<file path="src/rtl/int_ctrl.sv">
// rtl/int_ctrl.sv - edge-triggered fixed-priority interrupt controller
// One interrupt in flight at a time: IDLE arbitrates, REQ presents to the core, ACTIVE runs the handler.
module int_ctrl #(
  parameter int NUM_SRC = 8
) (
  input  logic               clk,
  input  logic               rst,
  input  logic [NUM_SRC-1:0] int_sig,
  input  logic               intc_we,
  input  logic [31:0]        intc_adr,
  input  logic [31:0]        intc_wdata,
  output logic [31:0]        intc_rdata,
  input  logic               int_ack,
  input  logic               int_done,
  output logic               int_req,
  output logic [2:0]         int_id
);

  typedef enum logic [1:0] {S_IDLE, S_REQ, S_ACTIVE} state_t;

  state_t             r_state;
  logic [NUM_SRC-1:0] r_sig_d;
  logic [NUM_SRC-1:0] r_pend;
  logic [NUM_SRC-1:0] r_en;
  logic               r_gie;
  logic [2:0]         r_id;
  logic               r_req;

  logic [NUM_SRC-1:0] w_rise;
  logic [NUM_SRC-1:0] w_cand;
  logic [7:0]         w_cand8;
  logic [NUM_SRC-1:0] w_w1c;
  logic [NUM_SRC-1:0] w_ackclr;
  logic [2:0]         w_win;
  logic               w_busy;
  logic               w_wr_pend;
  logic               w_wr_en;
  logic               w_wr_ctrl;
  logic               w_unused;

  assign w_rise    = int_sig & ~r_sig_d;
  assign w_cand    = r_pend & r_en;
  assign w_cand8   = 8'(w_cand);
  assign w_busy    = (r_state == S_ACTIVE);
  assign w_wr_pend = intc_we && (intc_adr[3:0] == 4'h0);
  assign w_wr_en   = intc_we && (intc_adr[3:0] == 4'h4);
  assign w_wr_ctrl = intc_we && (intc_adr[3:0] == 4'hC);
  assign w_w1c     = w_wr_pend ? intc_wdata[NUM_SRC-1:0] : '0;
  assign w_ackclr  = (r_state == S_REQ && int_ack) ? (NUM_SRC'(1) << r_id) : '0;
  assign w_unused  = ^{intc_adr[31:4], intc_wdata};

  assign int_req = r_req;
  assign int_id  = r_id;

  // Scan from the top so the lowest set index wins.
  always_comb begin
    w_win = 3'd0;
    for (int i = NUM_SRC - 1; i >= 0; i--) begin
      if (w_cand[i]) w_win = 3'(i);
    end
  end

  always_comb begin
    intc_rdata = '0;
    case (intc_adr[3:0])
      4'h0:    intc_rdata = 32'(r_pend);
      4'h4:    intc_rdata = 32'(r_en);
      4'h8:    intc_rdata = {23'd0, w_busy, 5'd0, (w_busy ? r_id : 3'd0)};
      4'hC:    intc_rdata = {31'd0, r_gie};
      default: intc_rdata = '0;
    endcase
  end

  // A new edge outranks any clear aimed at the same bit in that cycle.
  always_ff @(posedge clk or posedge rst) begin
    if (rst) begin
      r_sig_d <= '0;
      r_pend  <= '0;
      r_en    <= '0;
      r_gie   <= 1'b0;
    end else begin
      r_sig_d <= int_sig;
      r_pend  <= (r_pend & ~(w_w1c | w_ackclr)) | w_rise;
      if (w_wr_en)   r_en  <= intc_wdata[NUM_SRC-1:0];
      if (w_wr_ctrl) r_gie <= intc_wdata[0];
    end
  end

  always_ff @(posedge clk or posedge rst) begin
    if (rst) begin
      r_state <= S_IDLE;
      r_id    <= 3'd0;
      r_req   <= 1'b0;
    end else begin
      case (r_state)
        S_IDLE: begin
          if (r_gie && (|w_cand)) begin
            r_id    <= w_win;
            r_req   <= 1'b1;
            r_state <= S_REQ;
          end
        end
        S_REQ: begin
          if (int_ack) begin
            r_req   <= 1'b0;
            r_state <= S_ACTIVE;
          end else if (!w_cand8[r_id] || !r_gie) begin
            r_req   <= 1'b0;
            r_state <= S_IDLE;
          end
        end
        S_ACTIVE: begin
          if (int_done) r_state <= S_IDLE;
        end
        default: begin
          r_req   <= 1'b0;
          r_state <= S_IDLE;
        end
      endcase
    end
  end

endmodule

</file>
<file path="config.mk">
export PLATFORM = sky130hd
export DESIGN_NAME = int_ctrl
export DESIGN_NICKNAME = d
export VERILOG_FILES = /design/src/rtl/int_ctrl.sv
export SDC_FILE = /design/constraint.sdc
export NUM_CORES = 1
export LEC_CHECK = 0
export ABC_CLOCK_PERIOD_IN_PS = 1900
export CAP_MARGIN = 40
export CORE_MARGIN = 2
export CORE_UTILIZATION = 40
export DETAILED_ROUTE_END_ITERATION = 12
export DONT_BUFFER_PORTS = 1
export HOLD_SLACK_MARGIN = 0.08
export PLACE_DENSITY = 0.65
export SLEW_MARGIN = 20
export SYNTH_ARGS = -nofsm -noshare
export SYNTH_HDL_FRONTEND = slang
export SYNTH_SLANG_ARGS = --single-unit
</file>
<file path="constraint.sdc">
create_clock -name clk -period 1.9 [get_ports clk]
set_input_delay 0.38 -clock clk [delete_from_list [all_inputs] [get_ports clk]]
set_output_delay 0.38 -clock clk [all_outputs]
set_load 0.02 [all_outputs]
</file>
# Word-level counts from Yosys, hierarchy flattened
# Cells that the tools add are included.
# W data, S select, Z words.
# op_classes
eq_ne	8
n_lt_le_gt_ge	1
bitwise	8
shifts	1
mux	23
n_reduce_logical	14
# ops
op	n
$pmux W9 S4	1
$mux W3	9
$and A8 B8 Y8	3
$mux W8	2
$not A8 Y8	2
$or A8 B8 Y8	2
$eq A4 B4 Y1 const B	2
$mux W2	4
$reduce_or A8 Y1	1
$shl A1 B3 Y8 const A	1
$pmux W2 S3	1
$reduce_and A3 Y1	2
$logic_and A1 B1 Y1	5
$eq A4 B3 Y1 const B	1
$logic_not A4 Y1	1
$lt A3 B4 Y1 const B	1
$mux W1	4
$ne A2 B2 Y1 const B	2
$bmux W1 S3	1
$ne A3 B2 Y1 const B	1
$pmux W1 S3	1
$eq A2 B1 Y1 const B	1
$eq A2 B2 Y1 const B	1
$logic_not A1 Y1	2
other kinds (4)	4
# totals
inputBits	77
regBits	31

# Depth between registers and ports, before layout
# Gate-level depths: netlist of the first run.
# depth
word_depth	9
depth_mapped	5

# Worst setup path before layout of the first run
# OpenSTA, ideal clock, no wires.
# synth_timing
path_type	register to output
from	register r_state[0]
to	output intc_rdata[0]
stages_incl_launch_ff	5
setup_slack_ns	-0.097
required_ns	1.520
arrival_time_ns	1.617
path_cell_list	dfrtp_1 -> nand2b_1 -> nor4b_2 -> a22o_2 -> a221o_1
# synth_via
elab_chain_len	3
# synth_lines
item	line_no	text
start, declared	21	state_t r_state;
start signal, assigned	91	r_state <= S_IDLE;
start signal, assigned	100	r_state <= S_REQ;
start signal, assigned	106	r_state <= S_ACTIVE;
$eq A2 B2 Y1	44	assign w_busy = (r_state == S_ACTIVE);
$mux W3	68	4'h8: intc_rdata = {23'd0, w_busy, 5'd0, (w_busy ? r_id : 3'd0)};
$pmux W9 S4	65	case (intc_adr[3:0])
end, declared	12	output logic [31:0] intc_rdata,
# Every way passes these cells.

# Worst setup path after layout of the first run
# Ends and elaborated chain as after synthesis.

==> impl_metrics.tcl, run 1 <==
set metrics [dict create \
    initial_utilization_pct 42.43 \
    post-route-worst-setup-slack_ps 83.88 \
    startpoint_type "register" \
    post-place-cells 225 \
    globalplace.congestion 0.9084 \
    number_of_cells_on_the_critical_path 4 \
    final-hold-violation-count 0 \
    cpLargestDelayFamily "compound AO/OA/AOI/OAI gates" \
    first_iter_violations 103 \
    synth.cells.most_frequent "sky130_fd_sc_hd__nand2_1 (34), sky130_fd_sc_hd__dfrtp_1 (31), sky130_fd_sc_hd__buf_4 (23)" \
    static-leakage-power_nw 0.8432 \
    worst_ir_drop_vdd_mv 0.5008 \
    final-max-slew-violation-count 0 \
    area_share_of_the_largest_cell_type_after_synthesis_pct 45.06 \
    clkSlewWorstSetupHoldPaths_ps 70 \
    avgSynthCellArea_um2 10.01 \
    cts_made_buffers 5 \
    cp.required_ps 1520 \
    crit_chain "nand2b_4, nor4b_4, a22o_2, a221o_1" \
    synthDistinctLibCells 30 \
    drt-vias-per-instance 5.328 \
    ys_async_sr_fraction_pct 100.0 \
    postRouteWirelength_um 3947 \
    antenna_violations_before_repair 0 \
    detailedRoute.firstPassIterationCount 4 \
    post_synth_inst_count 172 \
    via_count_of_the_first_global_routing_pass 1214 \
    ant_nets 0 \
    stdcell_count 235 \
    power.density_cell_area_nw_per_um2 1209 \
    boundaryPins 113 \
    buffering_stage_count_on_the_worst_path_with_inverters_included 0 \
    run_status "finished, final reports clean" \
    timing_worst_setup_path_type "register to output pin" \
    largest_net_degree_at_the_start_of_global_routing 32 \
    post_synth_edffs 0 \
    design.final.nets 262 \
    h-tree-depth 2 \
    finalInstanceArea_um2 1863 \
    reg2regPathDepth 3 \
    root_buffer "sky130_fd_sc_hd__clkbuf_8" \
    synth_warnings 0 \
    nFillCells 404 \
    cp_slowest_cell "sky130_fd_sc_hd__dfrtp_1" \
    port-buffer-count 0 \
    synth_seq_area_share_pct 45.06 \
    dp_worst_setup_slack_ps 188.1 \
    flow.area_growth_from_synthesis_pct 8.212 \
    layout_min_cycle_time_ps 1816 \
    dr_total_vias 1252 \
    yosys-top-cells-area "sky130_fd_sc_hd__dfrtp_1 (45%), sky130_fd_sc_hd__buf_4 (10%), sky130_fd_sc_hd__nand2_1 (7.4%)" \
    grt_setup_unrepaired "false" \
    grt_first_pass_wirelength_um 6341 \
    fmaxAchievable_mhz 550.6 \
    maxCapViolations 0 \
    final_setup_skew_ps 7.340 \
    die_height_um 69.61 \
    tritoncts "built" \
    full_die_area_um2 4845 \
    synth_largest_area_cell "sky130_fd_sc_hd__dfrtp_1" \
    finalSetupViolCount 0 \
    yosysMostFrequentCell "sky130_fd_sc_hd__nand2_1" \
    dpl_cell_area_um2 1738 \
    drcViolationCount 0 \
    place.detailed.hpwl_um 3030 \
    wl_per_cell_um 16.80 \
    number_of_storage_elements_in_the_synthesis_netlist 31 \
    hold-worst-slack_ps 123.2 \
    gr-total-overflow 0 \
    cts_max_path_buffers 2 \
    max_stage_delay_ps 380 \
    worst-path-max-fanout 2 \
    die_w_um 69.61 \
    drive_gt1_share_pct 21.62 \
    insertion_delay_ps 280 \
    cp-end-kind "output pin" \
    grtUsageTotal_pct 16.82 \
    clkSinkCount 31 \
    critPathArrivalTime_ps 1440 \
    totalNegativeSetupSlack_ps 0 \
    placement_rows 23 \
    design.core.area_um2 4058 \
    layout_worst_path_cycle_share_pct 95.59 \
    hold-path-cell-count 0 \
    worst_hold_path_type "primary input to register" \
    post_synth_instance_area_um2 1722 \
    ys.flop_type "sky130_fd_sc_hd__dfrtp_1" \
    ant_diodes 0 \
]
==> metal layers <==
metal	global-route usage (%)	part of all wire, %	vias to the layer above
li1	-	-	578
met1	22.86	42	603
met2	24.79	47	64
met3	5.959	8.9	7
met4	5.882	1.2	0
met5	0	0	-
==> report_power, final <==
| group | total [W] | switching [W] | internal (W) |
|---|---|---|---|
| clock | 0.000521 | 0.000238 | 0.000284 |
| combinational | 0.000690 | 0.000372 | 0.000319 |
| sequential | 0.00104 | 0.000230 | 0.000812 |
| total | 0.00225 | 0.000839 | 0.00141 |
==> path summary, 6_finish.rpt <==
kind,startpoint,endpoint,slack (ps)
setup / recovery,r_state[0]$_DFFE_PP0P_,intc_rdata[0],80
max in group asynchronous,rst,r_sig_d[0]$_DFF_PP0_,990
setup reg to reg,int_id[0]$_DFFE_PP0P_,int_req$_DFFE_PP0P_,320
min in group asynchronous,rst,r_pend[4]$_DFF_PP0_,610
hold / removal,int_sig[2],r_sig_d[2]$_DFF_PP0_,120
hold reg to reg,r_sig_d[1]$_DFF_PP0_,r_pend[1]$_DFF_PP0_,540
==> stage by stage <==
stage,total power [W],util (%)
2_1_floorplan,0.001538,-
3_3_place_gp,0.001650,42.83
3_5_place_dp,0.001683,42.83
4_1_cts,0.002242,45.73
5_1_grt,0.002392,45.91
6_report,0.002253,45.91
==> registers in the layout, summed over array words and instances (netlist names) <==
register / flops
r_en: 8
r_pend: 8
r_sig_d: 8
int_id: 3
r_state: 2
int_req: 1
r_gie: 1
==> cells in the final DEF, fill, tap and decap left out, types with 5 or more instances in the layout <==
| cell type | netlist | routed |
|---|---|---|
| sky130_fd_sc_hd__a32o_1 | 9 | 9 |
| sky130_fd_sc_hd__buf_4 | 23 | 10 |
| sky130_fd_sc_hd__a22oi_1 | 7 | 7 |
| sky130_fd_sc_hd__nand2_1 | 34 | 32 |
| sky130_fd_sc_hd__clkbuf_8 | 0 | 6 |
| sky130_fd_sc_hd__conb_1 | 1 | 23 |
| sky130_fd_sc_hd__a21oi_1 | 5 | 5 |
| sky130_fd_sc_hd__a22o_2 | 6 | 6 |
| sky130_fd_sc_hd__inv_1 | 13 | 13 |
| sky130_fd_sc_hd__nor2_1 | 5 | 5 |
| sky130_fd_sc_hd__dfrtp_1 | 31 | 31 |
| sky130_fd_sc_hd__mux2_2 | 9 | 9 |
==> kinds of logic (layout without fill, tap and decap cells) <==
group                  Yosys count  count (layout)  share of synthesized area (%)
AO/OA/AOI/OAI                   33              33                          15.63
buffers and inverters           40              31                          14.32
flip-flops                      31              31                          45.06
multiplexers                    11              11                          8.503
other                            1              23                         0.2178
AND/OR/NAND/NOR                 56              56                          16.28
==> what timing repair did <==
action	CTS	global route
setup buffers	1	1
pin swaps	0	3
endpoints found under the hold margin	31	0
resized for setup	3	0
endpoints found under the setup margin	3	3
hold buffers	1	0
==> final cells by class <==
class                   count  area (um^2)  share of cell area (%)
clock buffers               6        82.58                   4.432
multi-input cells         123        803.3                   43.12
flip-flops and latches     31        775.7                   41.64
clock inverters             1        5.005                  0.2686
repair buffers             11        85.08                   4.567
inverters                  13        48.80                   2.619
well taps                  50        62.56                   3.358
(Power assumes the default switching activity.)
==> inputs of run 2 (changes only) <==
ABC_CLOCK_PERIOD_IN_PS = 1800   (was 1900)
clock period = 1.8 ns   (was 1.9 ns; I/O delays follow)
==> run 2 against run 1 <==
The flow now finishes with violations (negative setup slack). Critical endpoint unchanged. First-iteration DRC count is 63% lower. Design area up 1.7%. Clock power decreased by 2%. Die area unchanged. Setup slack lost 87 ps. Combinational power rose by 5.2%. Highest routed layer unchanged.
==> impl_metrics.tcl, run 2 (synthesis results as in run 1) <==
set metrics [dict create \
    maxCapViolations 0 \
    port-buffer-count 0 \
    leading_cell_types_in_the_layout_fill_and_taps_excluded "sky130_fd_sc_hd__nand2_1 (32), sky130_fd_sc_hd__dfrtp_1 (31), sky130_fd_sc_hd__conb_1 (23)" \
    drt-vias-per-instance 5.311 \
    antenna_violations_before_repair 0 \
    die_w_um 69.61 \
    violations "negative setup slack" \
    initial_utilization_pct 42.43 \
    design.core.area_um2 4058 \
    final_setup_skew_ps 5.749 \
    post-place-cells 225 \
    post-route-worst-setup-slack_ps -2.833 \
    fmaxAchievable_mhz 554.7 \
    worst-path-max-fanout 2 \
    grt_first_pass_wirelength_um 6354 \
    detailroute.wirelength.met2_um 1932 \
    timing_worst_setup_path_type "register to output pin" \
    first_iter_violations 38 \
    drcViolationCount 0 \
    flow.area_growth_from_synthesis_pct 10.03 \
    worst_ir_drop_vdd_mv 0.4801 \
    cp-end-kind "output pin" \
    wl_met1_um 1557 \
    die_height_um 69.61 \
    root_buffer "sky130_fd_sc_hd__clkbuf_8" \
    static-leakage-power_nw 0.8490 \
    topRoutingLayerUsed "met4" \
    via_count_of_the_first_global_routing_pass 1258 \
    h-tree-depth 2 \
    largest_net_degree_at_the_start_of_global_routing 32 \
    run_status "finished with violations" \
    ant_nets 0 \
    cts_made_buffers 5 \
    wl_per_cell_um 16.29 \
    setup.reg_to_reg.worst_slack_ps 230 \
    final-max-slew-violation-count 0 \
    finalSetupViolCount 1 \
    final_common_cell "sky130_fd_sc_hd__nand2_1" \
    cts_max_path_buffers 2 \
    totalNegativeSetupSlack_ps -2.833 \
    reg_top3 "r_en (8), r_pend (8), r_sig_d (8)" \
    met3RoutedLength_um 334 \
    critPathArrivalTime_ps 1440 \
    layout_worst_path_cycle_share_pct 100.2 \
    gr-total-overflow 0 \
    detailedRoute.firstPassIterationCount 4 \
    place.detailed.hpwl_um 2986 \
    layout_min_cycle_time_ps 1803 \
    drive_gt1_share_pct 21.81 \
    final-hold-violation-count 0 \
    clkSinkCount 31 \
    startpoint_type "register" \
    tritoncts "built" \
    placement_rows 23 \
    insertion_delay_ps 280 \
    dr_total_vias 1264 \
    grt_setup_unrepaired "true" \
    design.final.nets 264 \
    ant_diodes 0 \
    clkSlewWorstSetupHoldPaths_ps 60 \
    globalplace.congestion 0.8689 \
    cp.required_ps 1440 \
    nFillCells 403 \
    postRouteWirelength_um 3878 \
    power.density_cell_area_nw_per_um2 1233 \
    full_die_area_um2 4845 \
    grtUsageTotal_pct 16.98 \
    worst_hold_path_type "primary input to register" \
    boundaryPins 113 \
    stdcell_count 238 \
]
## run 2: changes by cell type in the layout (fill, tap and decap cells not counted)
cell / delta
sky130_fd_sc_hd__dlygate4sd3_1: +2
sky130_fd_sc_hd__clkbuf_8: -1
sky130_fd_sc_hd__a22oi_2: +2
sky130_fd_sc_hd__a22oi_1: -2
sky130_fd_sc_hd__buf_4: -2
sky130_fd_sc_hd__buf_6: +2
sky130_fd_sc_hd__clkbuf_1: +2
## run 2: final timing paths
check | start | endpoint | depth (start not counted)
max | r_state[0]$_DFFE_PP0P_ | intc_rdata[0] | 4
min | int_sig[3] | r_sig_d[3]$_DFF_PP0_ | 0
max reg2reg | int_id[0]$_DFFE_PP0P_ | int_req$_DFFE_PP0P_ | 3
min reg2reg | r_sig_d[2]$_DFF_PP0_ | r_pend[2]$_DFF_PP0_ | 2
max in group asynchronous | rst | r_pend[2]$_DFF_PP0_ | 3
min in group asynchronous | rst | r_sig_d[0]$_DFF_PP0_ | 3
## run 2: per-stage QoR
stage | power (W) | instance area [um^2] | hold WS, ps | worst slack, ps | util (%)
after global placement | 0.001764 | 1738 | 346.8 | 124.2 | 42.83
after CTS | 0.002356 | 1871 | 89.23 | -53.51 | 46.10
after detailed placement | 0.001800 | 1738 | 351.7 | 134.2 | 42.83
final | 0.002336 | 1894 | 103.6 | -2.833 | 46.69
after global routing | 0.002500 | 1894 | 80.63 | -99.09 | 46.69
after floorplan | 0.001622 | 1813 | 391.4 | 35.09 | -
## run 2: per-layer routing
| layer | track usage, % | vias up |
|---|---|---|
| met2 | 27.99 | 53 |
| met4 | 6.100 | 0 |
| met1 | 20.04 | 622 |
| met3 | 6.686 | 6 |
| met5 | 0 | - |
| li1 | - | 583 |
## run 2: final cells by class
type / count / area, um^2 / area share, %
sequential: 31 / 775.7 / 40.95
timing repair buffer: 13 / 112.6 / 5.945
tap: 50 / 62.56 / 3.303
clock inverter: 1 / 5.005 / 0.2642
inverter: 13 / 48.80 / 2.576
clock buffer: 7 / 76.32 / 4.029
multi-input combinational: 123 / 813.3 / 42.93
## run 2: report_power, final
part,internal (W),switching (W)
registers,0.000857,0.000244
clock network,0.000270,0.000239
logic,0.000339,0.000387
## run 2: repair_timing
item	CTS	global route
hold buffers	1	2
setup buffers	2	0
pin swaps	4	2
endpoints found under the setup margin	3	4
hold endpoints to repair	31	2
resized for setup	6	1
## run 2: worst max-delay path, stage by stage (launching register included)
cell,delay [ps]
sky130_fd_sc_hd__dfrtp_1,380
sky130_fd_sc_hd__nand2b_4,150
sky130_fd_sc_hd__nor4b_4,230
sky130_fd_sc_hd__a22o_2,170
sky130_fd_sc_hd__a221o_1,220
